### config.mk
export PLATFORM = sky130hd
export DESIGN_NAME = id_ex_stage_reg
export DESIGN_NICKNAME = d
export VERILOG_FILES = /design/src/rtl/cpu_pkg.sv /design/src/rtl/load_use_detect.sv /design/src/rtl/id_ex_stage_reg.sv
export SDC_FILE = /design/constraint.sdc
export NUM_CORES = 1
export LEC_CHECK = 0
export CAP_MARGIN = 40
export CORE_AREA = 2 2 134 136
export CTS_BUF_LIST = sky130_fd_sc_hd__clkbuf_8 sky130_fd_sc_hd__clkbuf_16
export CTS_CLUSTER_DIAMETER = 80
export DETAILED_ROUTE_END_ITERATION = 7
export DIE_AREA = 0 0 136 138
export GPL_TIMING_DRIVEN = 0
export PLACE_DENSITY_LB_ADDON = 0.15
export SYNTH_ARGS = -nofsm -noshare
export SYNTH_HDL_FRONTEND = slang
export SYNTH_SLANG_ARGS = --single-unit
### constraint.sdc
create_clock -name clk_i -period 4.05 [get_ports clk_i]
set_input_delay 0.81 -clock clk_i [delete_from_list [all_inputs] [get_ports clk_i]]
set_output_delay 0.81 -clock clk_i [all_outputs]
set_load 0.1 [all_outputs]
### src/rtl/cpu_pkg.sv
// Shared definitions for the 5-stage MIPS core: control-word layout,
// bubble encoding and the ALU operation codes used by Decoder and ALU_Ctrl.
package cpu_pkg;

  localparam int CTRL_W = 10;

  // Bit positions inside {RegWrite,ALU_op[2:0],ALUSrc,RegDst,Branch,MEM_Write,MEM_Read,MEM2Reg}
  localparam int CTRL_REGWRITE = 9;
  localparam int CTRL_ALUOP_HI = 8;
  localparam int CTRL_ALUOP_LO = 6;
  localparam int CTRL_ALUSRC   = 5;
  localparam int CTRL_REGDST   = 4;
  localparam int CTRL_BRANCH   = 3;
  localparam int CTRL_MEMWRITE = 2;
  localparam int CTRL_MEMREAD  = 1;
  localparam int CTRL_MEM2REG  = 0;

  localparam logic [CTRL_W-1:0] CTRL_BUBBLE = 10'b00_0000_0000;

  typedef enum logic [2:0] {
    ALU_AND = 3'b000,
    ALU_OR  = 3'b001,
    ALU_ADD = 3'b010,
    ALU_SUB = 3'b110,
    ALU_SLT = 3'b111
  } alu_op_e;

  function automatic logic ctrl_mem_read(input logic [CTRL_W-1:0] ctrl);
    return ctrl[CTRL_MEMREAD];
  endfunction

endpackage

### src/rtl/load_use_detect.sv
// Load-use hazard compare between the load sitting in EX and the instruction in ID.
// Purely combinational; also reused by the forwarding unit tests.
module load_use_detect #(
  parameter int REG_AW = 5
) (
  input  logic              id_valid,
  input  logic              ex_valid,
  input  logic              ex_mem_read,
  input  logic [REG_AW-1:0] ex_rt,
  input  logic [REG_AW-1:0] id_rs,
  input  logic [REG_AW-1:0] id_rt,
  output logic              hz
);

  logic rt_nonzero_s;
  logic idx_match_s;

  // $0 is hard-wired, so a load into it can never create a dependency.
  // The rt compare is conservative: it fires even for opcodes that do not read rt.
  assign rt_nonzero_s = (ex_rt != {REG_AW{1'b0}});
  assign idx_match_s  = (ex_rt == id_rs) | (ex_rt == id_rt);
  assign hz           = id_valid & ex_valid & ex_mem_read & rt_nonzero_s & idx_match_s;

endmodule

### src/rtl/id_ex_stage_reg.sv
// ID/EX pipeline register: captures decoded state for EX, inserts bubbles on
// load-use stalls and branch flushes, and keeps saturating stall/flush counters.
module id_ex_stage_reg
  import cpu_pkg::*;
#(
  parameter int DATA_W = 32,
  parameter int REG_AW = 5,
  parameter int CNT_W  = 16
) (
  input  logic              clk_i,
  input  logic              rst_i,
  input  logic              id_valid_i,
  input  logic [CTRL_W-1:0] id_ctrl_i,
  input  logic [DATA_W-1:0] id_pc4_i,
  input  logic [DATA_W-1:0] id_rs_data_i,
  input  logic [DATA_W-1:0] id_rt_data_i,
  input  logic [DATA_W-1:0] id_imm_i,
  input  logic [REG_AW-1:0] id_rs_i,
  input  logic [REG_AW-1:0] id_rt_i,
  input  logic [REG_AW-1:0] id_rd_i,
  input  logic              flush_i,
  output logic              stall_o,
  output logic              ex_valid_o,
  output logic [CTRL_W-1:0] ex_ctrl_o,
  output logic [DATA_W-1:0] ex_pc4_o,
  output logic [DATA_W-1:0] ex_rs_data_o,
  output logic [DATA_W-1:0] ex_rt_data_o,
  output logic [DATA_W-1:0] ex_imm_o,
  output logic [REG_AW-1:0] ex_rs_o,
  output logic [REG_AW-1:0] ex_rt_o,
  output logic [REG_AW-1:0] ex_rd_o,
  output logic [CNT_W-1:0]  stall_cnt_o,
  output logic [CNT_W-1:0]  flush_cnt_o
);

  localparam logic [CNT_W-1:0]  CNT_ZERO  = {CNT_W{1'b0}};
  localparam logic [CNT_W-1:0]  CNT_ONE   = {{(CNT_W-1){1'b0}}, 1'b1};
  localparam logic [CNT_W-1:0]  CNT_MAX   = {CNT_W{1'b1}};
  localparam logic [DATA_W-1:0] DATA_ZERO = {DATA_W{1'b0}};
  localparam logic [REG_AW-1:0] IDX_ZERO  = {REG_AW{1'b0}};

  logic              hz_s;
  logic              stall_s;
  logic              kill_s;
  logic              ex_valid_r;
  logic [CTRL_W-1:0] ex_ctrl_r;
  logic [DATA_W-1:0] ex_pc4_r;
  logic [DATA_W-1:0] ex_rs_data_r;
  logic [DATA_W-1:0] ex_rt_data_r;
  logic [DATA_W-1:0] ex_imm_r;
  logic [REG_AW-1:0] ex_rs_r;
  logic [REG_AW-1:0] ex_rt_r;
  logic [REG_AW-1:0] ex_rd_r;
  logic [CNT_W-1:0]  stall_cnt_r;
  logic [CNT_W-1:0]  flush_cnt_r;

  load_use_detect #(.REG_AW(REG_AW)) u_load_use_detect (
    .id_valid    (id_valid_i),
    .ex_valid    (ex_valid_r),
    .ex_mem_read (ctrl_mem_read(ex_ctrl_r)),
    .ex_rt       (ex_rt_r),
    .id_rs       (id_rs_i),
    .id_rt       (id_rt_i),
    .hz          (hz_s)
  );

  // A flush kills the dependent instruction anyway, so it suppresses the stall.
  assign stall_s = hz_s & ~flush_i;
  assign kill_s  = flush_i | stall_s;
  assign stall_o = stall_s;

  // Pipeline register plus saturating event counters; reset outranks flush and stall.
  always_ff @(posedge clk_i) begin
    if (!rst_i) begin
      ex_valid_r   <= 1'b0;
      ex_ctrl_r    <= CTRL_BUBBLE;
      ex_pc4_r     <= DATA_ZERO;
      ex_rs_data_r <= DATA_ZERO;
      ex_rt_data_r <= DATA_ZERO;
      ex_imm_r     <= DATA_ZERO;
      ex_rs_r      <= IDX_ZERO;
      ex_rt_r      <= IDX_ZERO;
      ex_rd_r      <= IDX_ZERO;
      stall_cnt_r  <= CNT_ZERO;
      flush_cnt_r  <= CNT_ZERO;
    end else begin
      if (kill_s) begin
        ex_valid_r   <= 1'b0;
        ex_ctrl_r    <= CTRL_BUBBLE;
        ex_pc4_r     <= DATA_ZERO;
        ex_rs_data_r <= DATA_ZERO;
        ex_rt_data_r <= DATA_ZERO;
        ex_imm_r     <= DATA_ZERO;
        ex_rs_r      <= IDX_ZERO;
        ex_rt_r      <= IDX_ZERO;
        ex_rd_r      <= IDX_ZERO;
      end else begin
        ex_valid_r   <= id_valid_i;
        ex_ctrl_r    <= id_valid_i ? id_ctrl_i : CTRL_BUBBLE;
        ex_pc4_r     <= id_pc4_i;
        ex_rs_data_r <= id_rs_data_i;
        ex_rt_data_r <= id_rt_data_i;
        ex_imm_r     <= id_imm_i;
        ex_rs_r      <= id_rs_i;
        ex_rt_r      <= id_rt_i;
        ex_rd_r      <= id_rd_i;
      end
      if (flush_i && id_valid_i && (flush_cnt_r != CNT_MAX)) begin
        flush_cnt_r <= flush_cnt_r + CNT_ONE;
      end else begin
        flush_cnt_r <= flush_cnt_r;
      end
      if (stall_s && (stall_cnt_r != CNT_MAX)) begin
        stall_cnt_r <= stall_cnt_r + CNT_ONE;
      end else begin
        stall_cnt_r <= stall_cnt_r;
      end
    end
  end

  assign ex_valid_o   = ex_valid_r;
  assign ex_ctrl_o    = ex_ctrl_r;
  assign ex_pc4_o     = ex_pc4_r;
  assign ex_rs_data_o = ex_rs_data_r;
  assign ex_rt_data_o = ex_rt_data_r;
  assign ex_imm_o     = ex_imm_r;
  assign ex_rs_o      = ex_rs_r;
  assign ex_rt_o      = ex_rt_r;
  assign ex_rd_o      = ex_rd_r;
  assign stall_cnt_o  = stall_cnt_r;
  assign flush_cnt_o  = flush_cnt_r;

endmodule
**Word level (Yosys, flattened, before mapping)**

Cells that the tools add are included.

- $add $sub $neg: 2
- Equal/unequal tests: 4
- Bitwise logic cells: 10
- Reductions and logical operators: 6

Operators with widths:

| operator | number |
|---|---|
| 16-bit by 1-bit adder with 16-bit output, second input constant | 2 |
| 16-bit != test, second input constant | 2 |
| 5-bit == test | 2 |
| 1-bit bitwise AND | 5 |
| 5-bit nonzero test | 1 |
| 1-bit logical AND | 3 |
| 1-bit NOT | 3 |
| 3-bit OR reduction | 1 |
| 1-bit bitwise OR | 2 |
| 2-bit OR reduction | 1 |

- Bits in registers: 186
- Input bits: 157
- Output and inout port bits: 187
- Logic and storage cells: 33

**Logic depth before layout (Yosys ltp)**

- Word-level depth: 7
- Depth in mapped cells: 8
- Gate-level depth less buffers: 6

**Modules after synthesis**

A second synthesis with hierarchy kept.

- Cells, all modules: 536
- Area total of the unflattened synthesis: 5918.2 um2

By module, submodules not included:

| module | instances | cells each | area an instance (um2) | sequential area each (um2) |
|---|---|---|---|---|
| id_ex_stage_reg | 1 | 519 | 5789.3 | 3723.6 |
| load_use_detect | 1 | 17 | 128.9 | 0.0 |

**Worst setup path before layout**

OpenSTA, ideal clock, no wires.

- Path type: flip-flop to output port
- Start: reg ex_rt_r[1] (netlist: ex_rt_o[1])
- End: out stall_o
- Data arrival time: 3.968 ns
- Path slack: -0.728 ns
- Stages on the path, launching flop included: 7
- Path through: dfxtp_1 xor2_1 nor3_2 a22oi_4 buf_2 buf_2 nor3_1

- Cells in the longest elaborated chain, start to end: 4

RTL lines:

| element | line | source |
|---|---|---|
| start, declared | id_ex_stage_reg.sv:52 | `logic [REG_AW-1:0] ex_rt_r;` |
| start signal, assigned | id_ex_stage_reg.sv:105 | `ex_rt_r <= id_rt_i;` |
| 5-bit == test or 5-bit nonzero test (tied branches) | load_use_detect.sv:21, load_use_detect.sv:20 |  |
| 1-bit bitwise OR or 1-bit bitwise AND (tied branches) | load_use_detect.sv:21, load_use_detect.sv:22 |  |
| 1-bit bitwise AND * | load_use_detect.sv:22 | `assign hz = id_valid & ex_valid & ex_mem_read & rt_nonzero_s & idx_match_s;` |
| 1-bit bitwise AND * | id_ex_stage_reg.sv:68 | `assign stall_s = hz_s & ~flush_i;` |
| end, declared | id_ex_stage_reg.sv:22 | `output logic stall_o,` |

Mark *: on every way between the ends. The rest lies on a longest branch, timed or not.

**Worst setup path in the final report**

- Start: in id_rs_i[1]
- End: out stall_o

- Cells in the longest elaborated chain, start to end: 4

RTL lines:

| element | line | source |
|---|---|---|
| start, declared | id_ex_stage_reg.sv:18 | `input logic [REG_AW-1:0] id_rs_i,` |
| 5-bit == test | load_use_detect.sv:21 | `assign idx_match_s = (ex_rt == id_rs) \| (ex_rt == id_rt);` |
| 1-bit bitwise OR | load_use_detect.sv:21 |  |
| 1-bit bitwise AND | load_use_detect.sv:22 |  |
| 1-bit bitwise AND | id_ex_stage_reg.sv:68 |  |

No other way between the ends.

==> run metrics <==
Async SR Flop Fraction 0%; Final #Nets 1251; HPWL after DPL 19.68 mm; Core Box Area 0.01753 mm2; Compound-Gate Fraction of Synth Area 4.050%; die width between 100 and 150 um; H-tree levels 4; initial antenna violation count 0; pwr dens 331.3 mW/mm2; dpl ws 0.02509 ns; RSZ-0062 raised after global routing no; Synth Area in Adders 0.4133%; Final Cycle Share 95.67%; met3 routed WL 1.702 mm; vias 6107; post-layout util 79.20%; Synth Area in Simple Gates between 20 and 30%; Static Leakage 5.593 nW; GRT overflow 0; final setup vio count 0; fillers 942; gp weighted congestion 0.8500; Synth Warn # 0; post-synthesis mux area share 0.8266%; dpl cells around 1300; fin cells 1334; Tmin final 3.875 ns; Synth Area in XOR/XNOR about 3.0%; largest net degree at the start of global routing 17; final setup margin 0.1754 ns; TritonCTS clock tree yes; CTS Sinks 186; commonest non-fill, non-tap cell in the layout clkdlybuf4s50_1; initial core utilization 34.53%; # rows 49; wire per inst 18.35 um; Yosys top cell by area dfxtp_1; run status finished, final reports clean; Main synth FF type dfxtp_1; final wirelength roughly 24 mm; number of global-route vias before repair roughly 6700; router iterations before antenna repair 4; Final Instance Area 0.01389 mm2; proportion of layout cells with a drive suffix above 1 23.91%; Area contributors post-synth dfxtp_1 62%, and2_1 12%, and2_4 4.3%, xor2_1 2.6%, buf_6 1.5%; Max Cap Viol 0; Arrival @ worst endpoint 3.06 ns; Final Skew 0.01161 ns; Yosys top cell area share 61.50%; Die H 138 um; sequential-to-total area share from yosys stat 61.50%; crit path kind in -> out; worst-case clock buffer depth 2; crit-path max FO 19; top sig layer met4; Final Slew Violations 0; met2 wire length 13.21 mm; CP Data Required Time 3.24 ns; worst slew pin tran 0.6180 ns; Initial DRC Count 332; Root Buffer clkbuf_16; number of synthesized register bits about 190; Post-synth EDFFs 0; Area Overhead vs Synth 129.4%; Slew HR about three fifths; Net Count, Synth 704; total CTS buffers 17; worst hold path type reg -> reg; CP startpoint kind primary input; Synth Instances ~550; clk_lat worst skew between 0.4 and 0.5 ns; Setup Fix Bufs, Post-CTS 0; final hold vios 0; Worst VDD drop 0.0003142 V; Worst-path clk slew 0.07 ns; # IOs 344; first-pass GRT wire length 37.43 mm; fmax 258.1 MHz; Metal-1 WL 8.379 mm; drt drc 0; I/O Buffers 342; mean number of vias per cell 4.578; Post-DP Area ~0.013 mm2; hold path depth 2; GRT Util Overall 26.47%; Synth Cell Area 0.006055 mm2; Routed Antenna Nets 0; CP Capture Type primary output; largest family of logic cells by synthesized area simple AND/OR/NAND/NOR gates; most frequent cells in the layout 342 x clkdlybuf4s50_1, 186 x dfxtp_1, 126 x buf_8; hold slack 0.5080 ns; DIE AREA between 0.015 and 0.02 mm2; R2R depth 7; Netlist cell types 38; Avg Cell Area, Syn 11.11 um2
[through the flow]
step | power [W] | TNS (ns)
floorplan | 0.002490 | 0
global placement | 0.002787 | -0.3359
detailed placement | 0.003077 | 0
CTS | 0.004633 | 0
global route | 0.004747 | 0
finish | 0.004601 | 0
[Yosys cell counts, drive strengths merged (8+ instances only)]
master and number:
xor2 18, buf 13, clkbuf 13, nand2 19
o31ai 8, dfxtp 186, nor3 8, and3 14
nor2 18, nand4 14, a21oi 15, and2 146
nand3 11, or4 8
[sequential cells by signal, summed over array words and instances, names as in the netlist]
name,count
ex_pc4_o,32
flush_cnt_o,16
ex_rs_o,5
ex_imm_o,32
stall_cnt_o,16
ex_rs_data_o,32
ex_valid_o,1
ex_rd_o,5
ex_rt_o,5
ex_rt_data_o,32
ex_ctrl_o,10
[worst paths after layout]
| kind | startpoint | endpoint | slack, ns |
|---|---|---|---|
| max | id_rs_i[1] | stall_o | 0.18 |
| min | stall_cnt_o[11]$_SDFFE_PN0P_ | stall_cnt_o[11]$_SDFFE_PN0P_ | 0.51 |
| max reg2reg | ex_rt_o[1]$_SDFF_PP0_ | ex_pc4_o[24]$_SDFF_PP0_ | 1.82 |
| min reg2reg | stall_cnt_o[11]$_SDFFE_PN0P_ | stall_cnt_o[11]$_SDFFE_PN0P_ | 0.51 |
[report_power, final]
group / internal (W) / switching, W
Sequential: 0.00189 / 0.0000238
Combinational: 0.000497 / 0.000624
Clock: 0.000855 / 0.000710
Total: 0.00324 / 0.00136
[area by class of cell]
| class | instances | area [um2] | area share [%] |
|---|---|---|---|
| clock inverters | 13 | 107.6 | 0.7748 |
| well taps | 229 | 286.5 | 2.063 |
| multi-input cells | 329 | 2153 | 15.51 |
| flip-flops and latches | 186 | 3724 | 26.81 |
| diodes | 1 | 2.502 | 0.01802 |
| clock buffers | 18 | 439.2 | 3.162 |
| inverters | 4 | 15.01 | 0.1081 |
| repair buffers | 529 | 6994 | 50.36 |
| plain buffers | 25 | 165.2 | 1.189 |
[critical path, stage by stage]
cell,delay (ns)
clkdlybuf4s50_1,0.44
xor2_1,0.17
nor3_2,0.27
a22oi_4,0.16
clkbuf_4,0.25
nor3_2,0.17
clkdlybuf4s50_1,0.60
buf_16,0.20
[routing by layer]
layer	global-route usage [%]	up-vias
li1	-	2889
met1	26.31	2855
met2	49.09	292
met3	7.371	71
met4	13.98	0
met5	0	-
[cells by family after synthesis]
| group | after synthesis |
|---|---|
| xor+xnor | 21 |
| mux | 5 |
| buf+inv | 30 |
| simple gates | 264 |
| fa+ha+maj | 2 |
| compound gates | 37 |
| flops | 186 |
[timing repair]
item                                    4_1_cts  5_1_grt
hold buffers                                  0        0
endpoints found under the setup margin        0        1
gates resized for setup                       0        1
Note: power is estimated with default switching activity, not from simulation.
